File: config.mk
export PLATFORM = sky130hd
export DESIGN_NAME = fetch_ctrl
export DESIGN_NICKNAME = d
export VERILOG_FILES = /design/src/rtl/fetch_ctrl.sv
export SDC_FILE = /design/constraint.sdc
export NUM_CORES = 1
export LEC_CHECK = 0
export BUFFER_PORTS_ARGS = -buffer_cell sky130_fd_sc_hd__buf_2
export CAP_MARGIN = 10
export CORE_MARGIN = 2
export CORE_UTILIZATION = 47
export CTS_BUF_LIST = sky130_fd_sc_hd__clkbuf_4
export DETAILED_ROUTE_END_ITERATION = 8
export MAX_ROUTING_LAYER = met4
export PLACE_DENSITY = 0.79
export SYNTH_ARGS = -nofsm -noshare
export SYNTH_HDL_FRONTEND = slang
export SYNTH_SLANG_ARGS = --single-unit
File: constraint.sdc
create_clock -name i_clk -period 6 [get_ports i_clk]
set_input_delay 1.2 -clock i_clk [delete_from_list [all_inputs] [get_ports i_clk]]
set_output_delay 1.2 -clock i_clk [all_outputs]
set_load 0.05 [all_outputs]
File: src/rtl/fetch_ctrl.sv
// fetch_ctrl: instruction fetch controller.
// Issues one word request at a time, buffers the returned instruction for
// decode, and handles redirects, traps, misaligned targets and hazard stalls.
//
// Handshake: a request is outstanding while o_imem_req is 1. o_imem_addr stays
// stable until i_imem_ack. An ack is honoured only while o_imem_req is 1 or
// while the FSM is draining a cancelled request. Any other ack is ignored.
// On the decode side, o_fetch_valid marks a buffered instruction. That
// instruction is consumed in the first cycle where decode is not stalled and
// no redirect or trap is present.

`ifndef XLEN_32b
`define XLEN_32b 1
`endif
`ifndef XLEN_64b
`define XLEN_64b 2
`endif
`ifndef NO_E
`define NO_E 4'hf
`endif

module fetch_ctrl #(
  parameter int                         XLEN     = `XLEN_64b,
  parameter logic [(1<<(XLEN+4))-1:0]   RESET_PC = '0
) (
  input  logic                        i_clk,
  input  logic                        i_rst_n,
  input  logic                        i_stall_d,
  input  logic                        i_redirect,
  input  logic [(1<<(XLEN+4))-1:0]    i_redirect_pc,
  input  logic                        i_trap,
  input  logic [(1<<(XLEN+4))-1:0]    i_trap_pc,
  input  logic                        i_imem_ack,
  input  logic [31:0]                 i_imem_rdata,
  output logic                        o_imem_req,
  output logic [(1<<(XLEN+4))-1:0]    o_imem_addr,
  output logic [31:0]                 o_instr_f,
  output logic [(1<<(XLEN+4))-1:0]    o_pc_f,
  output logic [(1<<(XLEN+4))-1:0]    o_pc_p4_f,
  output logic [3:0]                  o_exception_code_f,
  output logic                        o_if_id_stall,
  output logic                        o_if_id_flush,
  output logic                        o_exception_f_stall,
  output logic                        o_fetch_valid
);

  localparam int          W              = 1 << (XLEN + 4);
  localparam logic [31:0] NOP_INSTR      = 32'h00000013;
  localparam logic [3:0]  EXC_MISALIGNED = 4'd0;
  localparam logic [3:0]  EXC_NONE       = `NO_E;
  localparam logic [W-1:0] PC_STEP       = W'(4);

  // FETCH    : request the word at r_pc (or flag it when misaligned)
  // HOLD     : fetch buffer full, waiting for decode to consume it
  // DRAIN    : a cancelled request is still in flight; discard its ack
  // EXC_WAIT : a faulting instruction was consumed; wait for trap entry
  typedef enum logic [1:0] {
    FETCH    = 2'd0,
    HOLD     = 2'd1,
    DRAIN    = 2'd2,
    EXC_WAIT = 2'd3
  } state_t;

  state_t       r_state;
  logic [W-1:0] r_pc;
  logic [31:0]  r_instr;
  logic [W-1:0] r_pc_f;
  logic [W-1:0] r_pc_p4;
  logic [3:0]   r_code;
  logic         r_valid;

  logic         w_pc_aligned;
  logic         w_req;
  logic         w_ack;
  logic         w_ctrl;
  logic [W-1:0] w_target;
  logic         w_consume;

  // Request, redirect and consume decode. These depend only on registers and
  // the current-cycle control inputs.
  always_comb begin
    w_pc_aligned = (r_pc[1:0] == 2'b00);
    w_req        = (r_state == FETCH) && w_pc_aligned;
    w_ack        = i_imem_ack && (w_req || (r_state == DRAIN));
    w_ctrl       = i_trap || i_redirect;
    w_target     = i_trap ? i_trap_pc : i_redirect_pc;
    w_consume    = (r_state == HOLD) && !i_stall_d && !w_ctrl;
  end

  // Main fetch FSM, PC register and fetch buffer.
  always_ff @(posedge i_clk) begin
    if (!i_rst_n) begin
      r_state <= FETCH;
      r_pc    <= RESET_PC;
      r_instr <= '0;
      r_pc_f  <= '0;
      r_pc_p4 <= '0;
      r_code  <= EXC_NONE;
      r_valid <= 1'b0;
    end else begin
      case (r_state)
        FETCH: begin
          if (w_ctrl) begin
            // A request that is still waiting for its ack must be drained
            // before the new target can be requested.
            r_pc    <= w_target;
            r_valid <= 1'b0;
            if (w_req && !i_imem_ack) begin
              r_state <= DRAIN;
            end else begin
              r_state <= FETCH;
            end
          end else if (!w_pc_aligned) begin
            // Misaligned target: hand a NOP to decode, tagged with the
            // misaligned-fetch code, without touching memory.
            r_instr <= NOP_INSTR;
            r_pc_f  <= r_pc;
            r_pc_p4 <= r_pc + PC_STEP;
            r_code  <= EXC_MISALIGNED;
            r_valid <= 1'b1;
            r_state <= HOLD;
          end else if (w_ack) begin
            r_instr <= i_imem_rdata;
            r_pc_f  <= r_pc;
            r_pc_p4 <= r_pc + PC_STEP;
            r_code  <= EXC_NONE;
            r_valid <= 1'b1;
            r_state <= HOLD;
          end
        end

        HOLD: begin
          if (w_ctrl) begin
            r_pc    <= w_target;
            r_valid <= 1'b0;
            r_state <= FETCH;
          end else if (w_consume) begin
            r_valid <= 1'b0;
            if (r_code != EXC_NONE) begin
              // Fetch stops here until the trap handler address arrives.
              r_state <= EXC_WAIT;
            end else begin
              r_pc    <= r_pc + PC_STEP;
              r_state <= FETCH;
            end
          end
        end

        DRAIN: begin
          if (w_ctrl) begin
            r_pc    <= w_target;
            r_valid <= 1'b0;
          end
          // The data of the cancelled request is dropped.
          if (i_imem_ack) begin
            r_state <= FETCH;
          end
        end

        EXC_WAIT: begin
          // Redirects cannot leave this state; only trap entry can.
          if (i_trap) begin
            r_pc    <= i_trap_pc;
            r_valid <= 1'b0;
            r_state <= FETCH;
          end
        end

        default: begin
          r_state <= FETCH;
        end
      endcase
    end
  end

  // Output mapping.
  always_comb begin
    o_imem_req          = w_req;
    o_imem_addr         = r_pc;
    o_instr_f           = r_instr;
    o_pc_f              = r_pc_f;
    o_pc_p4_f           = r_pc_p4;
    o_exception_code_f  = r_code;
    o_fetch_valid       = r_valid;
    o_exception_f_stall = (r_state == EXC_WAIT);
    o_if_id_stall       = i_stall_d;
    // An empty buffer that decode is not stalled on becomes a bubble.
    o_if_id_flush       = i_trap || i_redirect || (!r_valid && !i_stall_d);
  end

endmodule

==> impl_results.md <==
- Placement Setup Slack: 2.08 ns
- Final Cycle Share: 65.1%
- Htree depth: 2
- CP Cell Sequence: clkinv_1 > nor2_1 > buf_2
- Critical path class: register to primary output
- Post-synthesis mux area share: 0.722%
- Pin count of the biggest net entering global routing: 105
- Most frequent cells in the layout: buf_2, dfxtp_1, nand2_1
- Arrival @ worst endpoint: 2.71 ns
- Vias/cell: 5.90
- Max-Cap Viols: 0
- Maximum clock insertion buffer count: 3
- CTS root buf: clkbuf_4
- First-pass GRT wire length: 60400 um
- Pwr per Cell Area: 278 nW/um^2
- Slew @ Worst Pin: 1.18 ns
- Final total power: 3.81 mW
- DR iter-0 viols: 1282
- Pre-antenna DRT Iters: 6
- Minimum clock period: 3.91 ns
- Synth-to-layout area growth: 23.2%
- XOR/XNOR Fraction of Synth Area: 4.58%
- Layout cell share with drive strength beyond 1: 30.9%
- Main combinational cell family by area after synthesis: compound AO/OA/AOI/OAI gates
- Grt ovf: 0
- Fraction of registers with async set/reset: 0%
- Layout Nets: 1891
- GPL Wtd Cong: 0.906
- Register area share after synthesis: 40.8%
- Mapped Area: 11100 sq um
- CTS hold repair buffers: 0
- Die Wd: 158 um
- Final Max Slew Viols: 0
- Worst setup startpoint: r_state[0]
- Setup TNS: 0 ns
- Worst setup SP type: register
- ANT nets after route: 0
- F_max: 256 MHz
- Initial Util: 47.5%
- Vias in the first global route: 10887
- Leak: 5.85 nW
- Core Rows: 56
- Clock latency on the worst-skew pair: 0.69 ns
- Total number of vias: 12299
- CP Data Required Time: 4.80 ns
- Final std cells w/o fill: 2085
- Crit path max-delay family: buffers and inverters
- Core area: 23300 sq um
- Mapped Avg Cell Area: 7.93 sq um
- Unrepaired setup endpoints after global routing: false
- Post-synthesis adder-cell area fraction: 0.113%
- Number of distinct library cells after synthesis: 82
- Max-slew headroom: 21.4%
- Synth Area in Simple Gates: 22.3%
- Inst Count DP: 1982
- Clk sinks: 226
- Number of synthesized register bits: 226
- Final core occ: 58.6%
- Cell count after synthesis: 1399
- Chip height: 158 um
- Min-delay src: o_instr_f[10]
- Crit path max fanout: 16
- CP max stage delay: 0.71 ns
- Final wirelength: 41000 um
- Post-DP HPWL: 28500 um
- Antenna violations before repair: 2
- Number of synthesized flops with an enable pin: 0
- I/O Pins: 399
- Fill cell count: 2238
- Total track usage: 31.8%
- Die area: 24800 sq um
- Hold Crit Class: register to register
- Most used DFF post-synth: dfxtp_1
- CP bufs+invs: 2
- PortBufs: 398
- RR Startpoint: o_imem_addr[2]
- DR DRC count: 0
- Max rail drop VDD: 0.145 mV
- Worst clock skew: 0.0383 ns
- Clk slew on worst S/H paths: 0.07 ns
- Most common cell after layout, fill and taps aside: buf_2
- Setup bufs post-CTS: 0
- Worst Setup End Kind: primary output
- CTS tree: built
- WL/cell: 19.6 um
- Worst Slack Setup Final: 2.09 ns
- Status: finished, final reports clean
- Synth Net Count: 1566
- Final setup violation count: 0
- Post-CTS Resized: 0
- CP max stage cell: dfxtp_1
- Final hold vios: 0
- Yosys warning total: 0
- Num CTS Buffers: 59
- Compound-Gate Fraction of Synth Area: 25.1%
[per-stage QoR]
stage | instance area [sq um] | hold WS [ns]
global placement | 13000 | 0.436
finish | 13700 | 0.448
floorplan | 11100 | 0.671
global route | 13700 | 0.467
detailed placement | 13000 | 0.443
CTS | 13700 | 0.452
[report_power, final]
part / internal (mW) / switching (mW) / leakage (nW)
combinational: 0.226 / 0.598 / 3.58
sequential: 1.59 / 0.121 / 1.85
clock: 0.640 / 0.634 / 0.418
[final timing paths]
path	to	slack, ns	cells after the start
hold / removal	o_instr_f[10]	0.45	2
setup / recovery	o_exception_f_stall	2.09	3
hold reg to reg	o_instr_f[10]	0.45	2
setup reg to reg	o_pc_p4_f[54]	2.62	7
[routing by layer]
| metal | vias up | global-route usage, % | share of wire, % |
|---|---|---|---|
| li1 | 5720 | - | - |
| met1 | 5806 | 40.6 | 41 |
| met2 | 686 | 50.2 | 48 |
| met3 | 87 | 6.62 | 9.4 |
| met4 | 0 | 10.5 | 2.1 |
| met5 | - | - | 0 |
[logic make-up after synthesis]
group	Yosys count
buf+inv	159
compound gates	439
fa+ha+maj	1
mux	8
flops	226
xor+xnor	58
simple gates	508
[cells in the mapped netlist (all sizes together) (7+ instances only)]
cell      n  area (sq um)
dfxtp   226          4520
nand2   207           780
a21oi   167           836
nor2     93           349
clkbuf   88           330
o21ai    85           425
nand3    63           320
buf      58           325
nor3     43           235
xnor2    37           324
a22oi    35           263
a211oi   27           208
xor2     21           184
nand4    19           138
and3     16           100
and4     14           126
inv      12          45.0
o22ai    12          75.1
a221oi   11           103
nor4     11           105
a21o     10          75.1
a22o     10          87.6
a31oi    10          62.6
or3      10          77.6
a222oi    8          80.1
mux2i     8          80.1
o31ai     7          52.6
or2       7          43.8
[registers in the layout, summed over array words and instances (netlist names)]
register            flops
o_pc_p4_f              62
o_instr_f              32
o_imem_addr            64
r_state                 2
o_exception_code_f      1
o_fetch_valid           1
o_pc_f                 64
[worst register-to-register path: stages, from the launching register on]
cell and delay, ns:
dfxtp_1 0.51, ha_1 0.26, and3_1 0.38, and4_1 0.46, nand4_1 0.41, nor4_1 0.80
nor3_1 0.12, a311o_1 0.35
[final cells by class]
type,count,area (sq um),share of cell area (%)
well taps,319,399,2.92
clock inverters,12,45.0,0.330
flip-flops and latches,226,4520,33.1
diodes,6,15.0,0.110
inverters,13,53.8,0.394
clock buffers,85,638,4.67
multi-input cells,1014,5900,43.2
repair buffers,410,2090,15.3
Note: power is estimated with default switching activity, not from simulation.
